File: src/rtl/spkr_dac_pkg.sv
// Shared types and constants for the speaker DAC SPI output stage.
// Latency: n/a (package only).
// Backpressure: n/a (package only).
package spkr_dac_pkg;

   localparam int unsigned FRAME_W = 16;
   localparam int unsigned DATA_W  = 12;
   localparam int unsigned NUM_CH  = 4;

   // Buffered reference, 1x gain, channel active.
   localparam logic [1:0] CFG_BITS_DEF = 2'b11;

   typedef enum logic [2:0] {
      ST_IDLE  = 3'd0,
      ST_LOAD  = 3'd1,
      ST_SHIFT = 3'd2,
      ST_GAP   = 3'd3,
      ST_LDAC  = 3'd4
   } state_t;

   // DAC command word: channel address, config bits, then the 12-bit code.
   function automatic logic [FRAME_W-1:0] make_word(
      input logic [1:0]        idx,
      input logic [1:0]        cfg,
      input logic [DATA_W-1:0] data
   );
      return {idx, cfg, data};
   endfunction

endpackage

File: src/rtl/spkr_dac_tick_gen.sv
// Tick divider: one-clk tick pulse every CLK_DIV clks, restartable by a synchronous clear.
// Latency: first tick CLK_DIV clks after the last clear edge.
// Backpressure: none; free-running whenever clr is low.
//
// Ports:
//   clk    in  system clock
//   rst_n  in  synchronous active-low reset
//   clr    in  synchronous clear, counter forced to 0 on this edge
//   tick   out high for one clk when the counter reaches CLK_DIV-1
module spkr_dac_tick_gen #(
   parameter int unsigned CLK_DIV = 5
) (
   input  logic clk,
   input  logic rst_n,
   input  logic clr,
   output logic tick
);

   localparam int CW = (CLK_DIV > 1) ? $clog2(CLK_DIV) : 1;
   localparam logic [CW-1:0] LAST = CW'(CLK_DIV - 1);

   logic [CW-1:0] cnt_q;

   always_ff @(posedge clk) begin
      if (!rst_n || clr) begin
         cnt_q <= '0;
      end else if (cnt_q == LAST) begin
         cnt_q <= '0;
      end else begin
         cnt_q <= cnt_q + 1'b1;
      end
   end

   assign tick = (cnt_q == LAST);

endmodule

File: src/rtl/spkr_dac_spi.sv
// Snapshots four inverted speaker samples, sends them as four 16-bit SPI frames, then pulses LDAC.
// Latency: LDAC falls 133*CLK_DIV+4 clks and frame_done rises 134*CLK_DIV+4 clks after the accept edge.
// Backpressure: ready low while busy; strobes seen with ready low are dropped and counted (saturating).
//
// Ports:
//   clk, rst_n                 system clock, synchronous active-low reset
//   sample_valid, ch0..ch3     one-clk strobe with four 12-bit samples
//   ready, frame_done          idle indication, one-clk pulse on LDAC release
//   overrun_cnt                dropped-strobe count, saturates at 255, cleared only by reset
//   dac_sclk/mosi/cs_n/ldac_n  SPI mode 0 to the quad DAC plus its load strobe
module spkr_dac_spi
   import spkr_dac_pkg::*;
#(
   parameter int unsigned CLK_DIV  = 5,
   parameter logic [1:0]  CFG_BITS = CFG_BITS_DEF
) (
   input  logic              clk,
   input  logic              rst_n,
   input  logic              sample_valid,
   input  logic [DATA_W-1:0] ch0,
   input  logic [DATA_W-1:0] ch1,
   input  logic [DATA_W-1:0] ch2,
   input  logic [DATA_W-1:0] ch3,
   output logic              ready,
   output logic              frame_done,
   output logic [7:0]        overrun_cnt,
   output logic              dac_sclk,
   output logic              dac_mosi,
   output logic              dac_cs_n,
   output logic              dac_ldac_n
);

   localparam logic [3:0] LAST_BIT = 4'(FRAME_W - 1);
   localparam logic [1:0] LAST_CH  = 2'(NUM_CH - 1);

   state_t state_q, state_d;

   logic [NUM_CH-1:0][DATA_W-1:0] samp_q, samp_d;
   logic [1:0]                    ch_idx_q, ch_idx_d;
   logic [3:0]                    bit_cnt_q, bit_cnt_d;
   logic [FRAME_W-1:0]            shreg_q, shreg_d;
   logic                          tail_q, tail_d;
   logic                          ready_q, ready_d;
   logic                          frame_done_q, frame_done_d;
   logic [7:0]                    ovr_q, ovr_d;
   logic                          sclk_q, sclk_d;
   logic                          mosi_q, mosi_d;
   logic                          cs_n_q, cs_n_d;
   logic                          ldac_n_q, ldac_n_d;
   logic [FRAME_W-1:0]            load_word;
   logic                          tick;

   // Divider restarts while in LOAD so every channel's SCLK phase is identical.
   spkr_dac_tick_gen #(
      .CLK_DIV (CLK_DIV)
   ) u_tick (
      .clk   (clk),
      .rst_n (rst_n),
      .clr   (state_q == ST_LOAD),
      .tick  (tick)
   );

   // State and registered datapath/outputs.
   always_ff @(posedge clk) begin
      if (!rst_n) begin
         state_q      <= ST_IDLE;
         samp_q       <= '0;
         ch_idx_q     <= '0;
         bit_cnt_q    <= '0;
         shreg_q      <= '0;
         tail_q       <= 1'b0;
         ready_q      <= 1'b1;
         frame_done_q <= 1'b0;
         ovr_q        <= '0;
         sclk_q       <= 1'b0;
         mosi_q       <= 1'b0;
         cs_n_q       <= 1'b1;
         ldac_n_q     <= 1'b1;
      end else begin
         state_q      <= state_d;
         samp_q       <= samp_d;
         ch_idx_q     <= ch_idx_d;
         bit_cnt_q    <= bit_cnt_d;
         shreg_q      <= shreg_d;
         tail_q       <= tail_d;
         ready_q      <= ready_d;
         frame_done_q <= frame_done_d;
         ovr_q        <= ovr_d;
         sclk_q       <= sclk_d;
         mosi_q       <= mosi_d;
         cs_n_q       <= cs_n_d;
         ldac_n_q     <= ldac_n_d;
      end
   end

   // Next-state logic.
   always_comb begin
      state_d = state_q;
      case (state_q)
         ST_IDLE:  if (sample_valid) state_d = ST_LOAD;
         ST_LOAD:  state_d = ST_SHIFT;
         ST_SHIFT: if (tick && sclk_q && (bit_cnt_q == LAST_BIT)) state_d = ST_GAP;
         ST_GAP: begin
            if (tick) begin
               if (ch_idx_q != LAST_CH) begin
                  state_d = ST_LOAD;
               end else if (tail_q) begin
                  state_d = ST_LDAC;
               end
            end
         end
         ST_LDAC:  if (tick) state_d = ST_IDLE;
         default:  state_d = ST_IDLE;
      endcase
   end

   // Next values for the datapath and the registered outputs.
   always_comb begin
      samp_d       = samp_q;
      ch_idx_d     = ch_idx_q;
      bit_cnt_d    = bit_cnt_q;
      shreg_d      = shreg_q;
      tail_d       = tail_q;
      ready_d      = ready_q;
      frame_done_d = 1'b0;
      ovr_d        = ovr_q;
      sclk_d       = sclk_q;
      mosi_d       = mosi_q;
      cs_n_d       = cs_n_q;
      ldac_n_d     = ldac_n_q;
      load_word    = make_word(ch_idx_q, CFG_BITS, samp_q[ch_idx_q]);

      // ready is registered, so the frame_done edge itself still counts as busy.
      if (sample_valid && !ready_q && (ovr_q != 8'hFF)) begin
         ovr_d = ovr_q + 8'd1;
      end

      case (state_q)
         ST_IDLE: begin
            if (sample_valid) begin
               samp_d   = {ch3, ch2, ch1, ch0};
               ch_idx_d = '0;
               tail_d   = 1'b0;
               ready_d  = 1'b0;
            end
         end
         ST_LOAD: begin
            shreg_d   = load_word;
            mosi_d    = load_word[FRAME_W-1];
            cs_n_d    = 1'b0;
            sclk_d    = 1'b0;
            bit_cnt_d = '0;
         end
         ST_SHIFT: begin
            if (tick) begin
               if (!sclk_q) begin
                  sclk_d = 1'b1;
               end else begin
                  // Falling toggle: present the next bit, or close the frame after bit 0.
                  sclk_d = 1'b0;
                  if (bit_cnt_q == LAST_BIT) begin
                     cs_n_d = 1'b1;
                     mosi_d = 1'b0;
                  end else begin
                     shreg_d   = {shreg_q[FRAME_W-2:0], 1'b0};
                     mosi_d    = shreg_q[FRAME_W-2];
                     bit_cnt_d = bit_cnt_q + 4'd1;
                  end
               end
            end
         end
         ST_GAP: begin
            // After the last channel CS stays high for a second tick before LDAC,
            // so the DAC has settled the final word before the simultaneous update.
            if (tick) begin
               if (ch_idx_q != LAST_CH) begin
                  ch_idx_d = ch_idx_q + 2'd1;
               end else if (tail_q) begin
                  ldac_n_d = 1'b0;
               end else begin
                  tail_d = 1'b1;
               end
            end
         end
         ST_LDAC: begin
            if (tick) begin
               ldac_n_d     = 1'b1;
               frame_done_d = 1'b1;
               ready_d      = 1'b1;
            end
         end
         default: begin
            ready_d = 1'b1;
         end
      endcase
   end

   assign ready       = ready_q;
   assign frame_done  = frame_done_q;
   assign overrun_cnt = ovr_q;
   assign dac_sclk    = sclk_q;
   assign dac_mosi    = mosi_q;
   assign dac_cs_n    = cs_n_q;
   assign dac_ldac_n  = ldac_n_q;

endmodule

File: config.mk
export PLATFORM = sky130hd
export DESIGN_NAME = spkr_dac_spi
export DESIGN_NICKNAME = d
export VERILOG_FILES = /design/src/rtl/spkr_dac_pkg.sv /design/src/rtl/spkr_dac_tick_gen.sv /design/src/rtl/spkr_dac_spi.sv
export SDC_FILE = /design/constraint.sdc
export NUM_CORES = 1
export LEC_CHECK = 0
export ABC_CLOCK_PERIOD_IN_PS = 1620
export BUFFER_PORTS_ARGS = -buffer_cell sky130_fd_sc_hd__buf_2
export CORE_MARGIN = 2
export CORE_UTILIZATION = 49
export DETAILED_ROUTE_END_ITERATION = 6
export GPL_ROUTABILITY_DRIVEN = 0
export PLACE_DENSITY = 0.74
export SYNTH_ARGS = -nofsm -noshare
export SYNTH_HDL_FRONTEND = slang
export SYNTH_SLANG_ARGS = --single-unit
File: constraint.sdc
create_clock -name clk -period 1.62 [get_ports clk]
set_input_delay 0.324 -clock clk [delete_from_list [all_inputs] [get_ports clk]]
set_output_delay 0.324 -clock clk [all_outputs]
set_load 0.01 [all_outputs]
==> impl_metrics.ini <==
[grt]
use_met2 = 0.344
gr-usage-met3 = 0.0317
track_usage = 0.216
grt_pass1_vias = 3244
grt_pass1_wl_microns = 15000
use_met1 = 0.293
antenna_found_initial = 0
grt_overflow = 0
grt_max_degree = 49
grt_busiest_layer = met2

[yosys]
yosys-top-cells-area = dfxtp_1, nand2_1, a21oi_1, mux4_2, nor2_1
seq_area_frac_synth = 0.466
avgSynthCellArea_sq_um = 8.50
synth_edf_count = 0
ys_async_sr_fraction = 0
synth_seq_cells = 90
synth_top_cell_by_area = dfxtp_1
syn_nets = 511
synth_top_area_share = 0.466
yosysWarnings = 0
syn_area_sq_mm = 0.00387
synth_common_cells = nand2_1, dfxtp_1, a21oi_1
synth.distinct_cells = 47
syn_inst = 455
yosys.cell_count.top_type = nand2_1
synth_ff_type = dfxtp_1

[sta]
slew_headroom = 0.675
finalWorstSetupSlack_ps = 34.4
grt_setup_unrepaired = yes
setup_tns_ps = 0
fmax_ghz = 0.631
tightest_slew_ps = 487
min_period_ps = 1590
finalSetupViolCount = 0
fin_crit_sh = 0.979
slew_violations = 0
hold_viol_final = 0
clock_skew_ps = 7.61

[cells_and_area]
diodes = 0
drive_gt1_frac = 0.293
area_growth_pct = 24.3
final_nets = 587

[setup_path]
end_kind = flip-flop
required_ps = 1870
worst_ep_arrival_time_ps = 1840
startpoint_type = flip-flop
cp_max_fo = 5
critPathKind = flip-flop to flip-flop

[clock_network]
insertion_delay_ps = 370
clock_path_buffers = 2
htreeDepth = 3
cts_tree = done
cts_inserted_buffers = 9
root_buffer = clkbuf_8
clk_pin_slew_ps = 90
cts.sink_count = 90

[detailed_routing]
drcViolationCount = 0
dr.pass1.iters = 4
via_per_inst = 5.41
routed_wl_microns = 9120
avgRoutedWirePerCell_microns = 14.3
vias = 3451
drt_iter0_markers = 185
drt.antenna.violating_nets = 0

[floorplan]
io_pins = 65
fp.dieW_microns = 92.8
core_sq_mm = 0.00769
placementRows = 32
die_y_microns = 92.8
fp.dieArea_sq_mm = 0.00862
floorplan.initialDensity = 0.503

[placement]
dpl.hpwl_microns = 6000
pre_cts_ws_ps = -146
portBuffers = 64

[power]
ir_worst_vdd_mv = 0.618
p_leak_nw = 1.91
p_per_area_mw_per_mm2 = 1540

[run]
max-cap-violations = 0

[status]
status = finished clean

[hold_path]
hold_path_class = primary input to flip-flop
[final cells by class]
class	instances	area, sq um
fillers	674	2880
multi-input cells	330	1990
clock buffers	9	124
repair buffers	96	639
well taps	102	128
flip-flops and latches	90	1810
inverters	4	15.0
clock inverters	7	98.8
[logic make-up after synthesis]
| group | count (synthesis) | synth area share |
|---|---|---|
| and+or+nand+nor | 202 | 0.230 |
| AOI/OAI and AO/OA | 101 | 0.153 |
| DFF | 90 | 0.466 |
| buffers and inverters | 36 | 0.0440 |
| muxes | 14 | 0.0751 |
| xor gates and xnor gates | 7 | 0.0159 |
| adders and majority gates | 5 | 0.0162 |
[repair_timing]
action	in CTS	in global routing
setup buffers	2	1
gates resized for setup	10	25
endpoints found under the setup margin	20	54
pin swaps	2	5
cloned	1	1
hold buffers	0	0
[worst max-delay path, cell delays in order, from the launching register on]
cell     delay (ps)
dfxtp_4         390
or3b_1          440
a21oi_4         240
buf_4           170
nor3b_2          40
xnor2_1         130
nor2_1           50
[state kept, by name, indices dropped and copies added, names as in the netlist]
| register | count |
|---|---|
| dac_sclk | 1 |
| dac_ldac_n | 1 |
| shreg_q | 15 |
| tail_q | 1 |
| ready | 1 |
| ch_idx_q | 2 |
| overrun_cnt | 8 |
| u_tick.cnt_q | 3 |
| bit_cnt_q | 4 |
| dac_cs_n | 1 |
| state_q | 3 |
| frame_done | 1 |
| samp_q | 48 |
| dac_mosi | 1 |
[placed cells by master, fill, tap and decap left out, types with 9 or more instances in the layout]
cell type  count
buf_4         24
nand3_1       11
dfxtp_1       85
a31oi_1       13
nand2_1      129
mux4_2        12
a21oi_1       56
o21ai_0        9
buf_2         64
nor2_1        25
clkbuf_8       9
[routing by layer]
metal	up-vias	share of wire
li1	1714	-
met1	1641	0.45
met2	81	0.49
met3	15	0.039
met4	0	0.018
met5	-	0
[power breakdown]
part / total (mW) / internal [mW] / switching [mW]
sequential: 3.01 / 2.72 / 0.287
combinational: 2.67 / 1.15 / 1.51
clock: 1.73 / 0.882 / 0.846
total: 7.40 / 4.75 / 2.65
[stage by stage]
step / instances / util / hold slack (ps) / total power [mW] / area, sq um
floorplan: 455 / - / 432 / 4.68 / 3870
CTS: 636 / 0.611 / 177 / 7.19 / 4690
global placement: 617 / 0.575 / 441 / 5.23 / 4420
detailed placement: 617 / 0.575 / 447 / 5.34 / 4420
global route: 638 / 0.625 / 189 / 7.85 / 4810
finish: 638 / 0.625 / 182 / 7.40 / 4810
[final timing paths]
check / endpoint / slack (ps) / from / cells past startpoint
setup / recovery: bit_cnt_q[2] / 30 / state_q[2] / 6
hold / removal: samp_q[47] / 180 / ch3[11] / 3
setup reg to reg: bit_cnt_q[2] / 30 / state_q[2] / 6
hold reg to reg: samp_q[20] / 460 / samp_q[20] / 2
(Power assumes the default switching activity.)
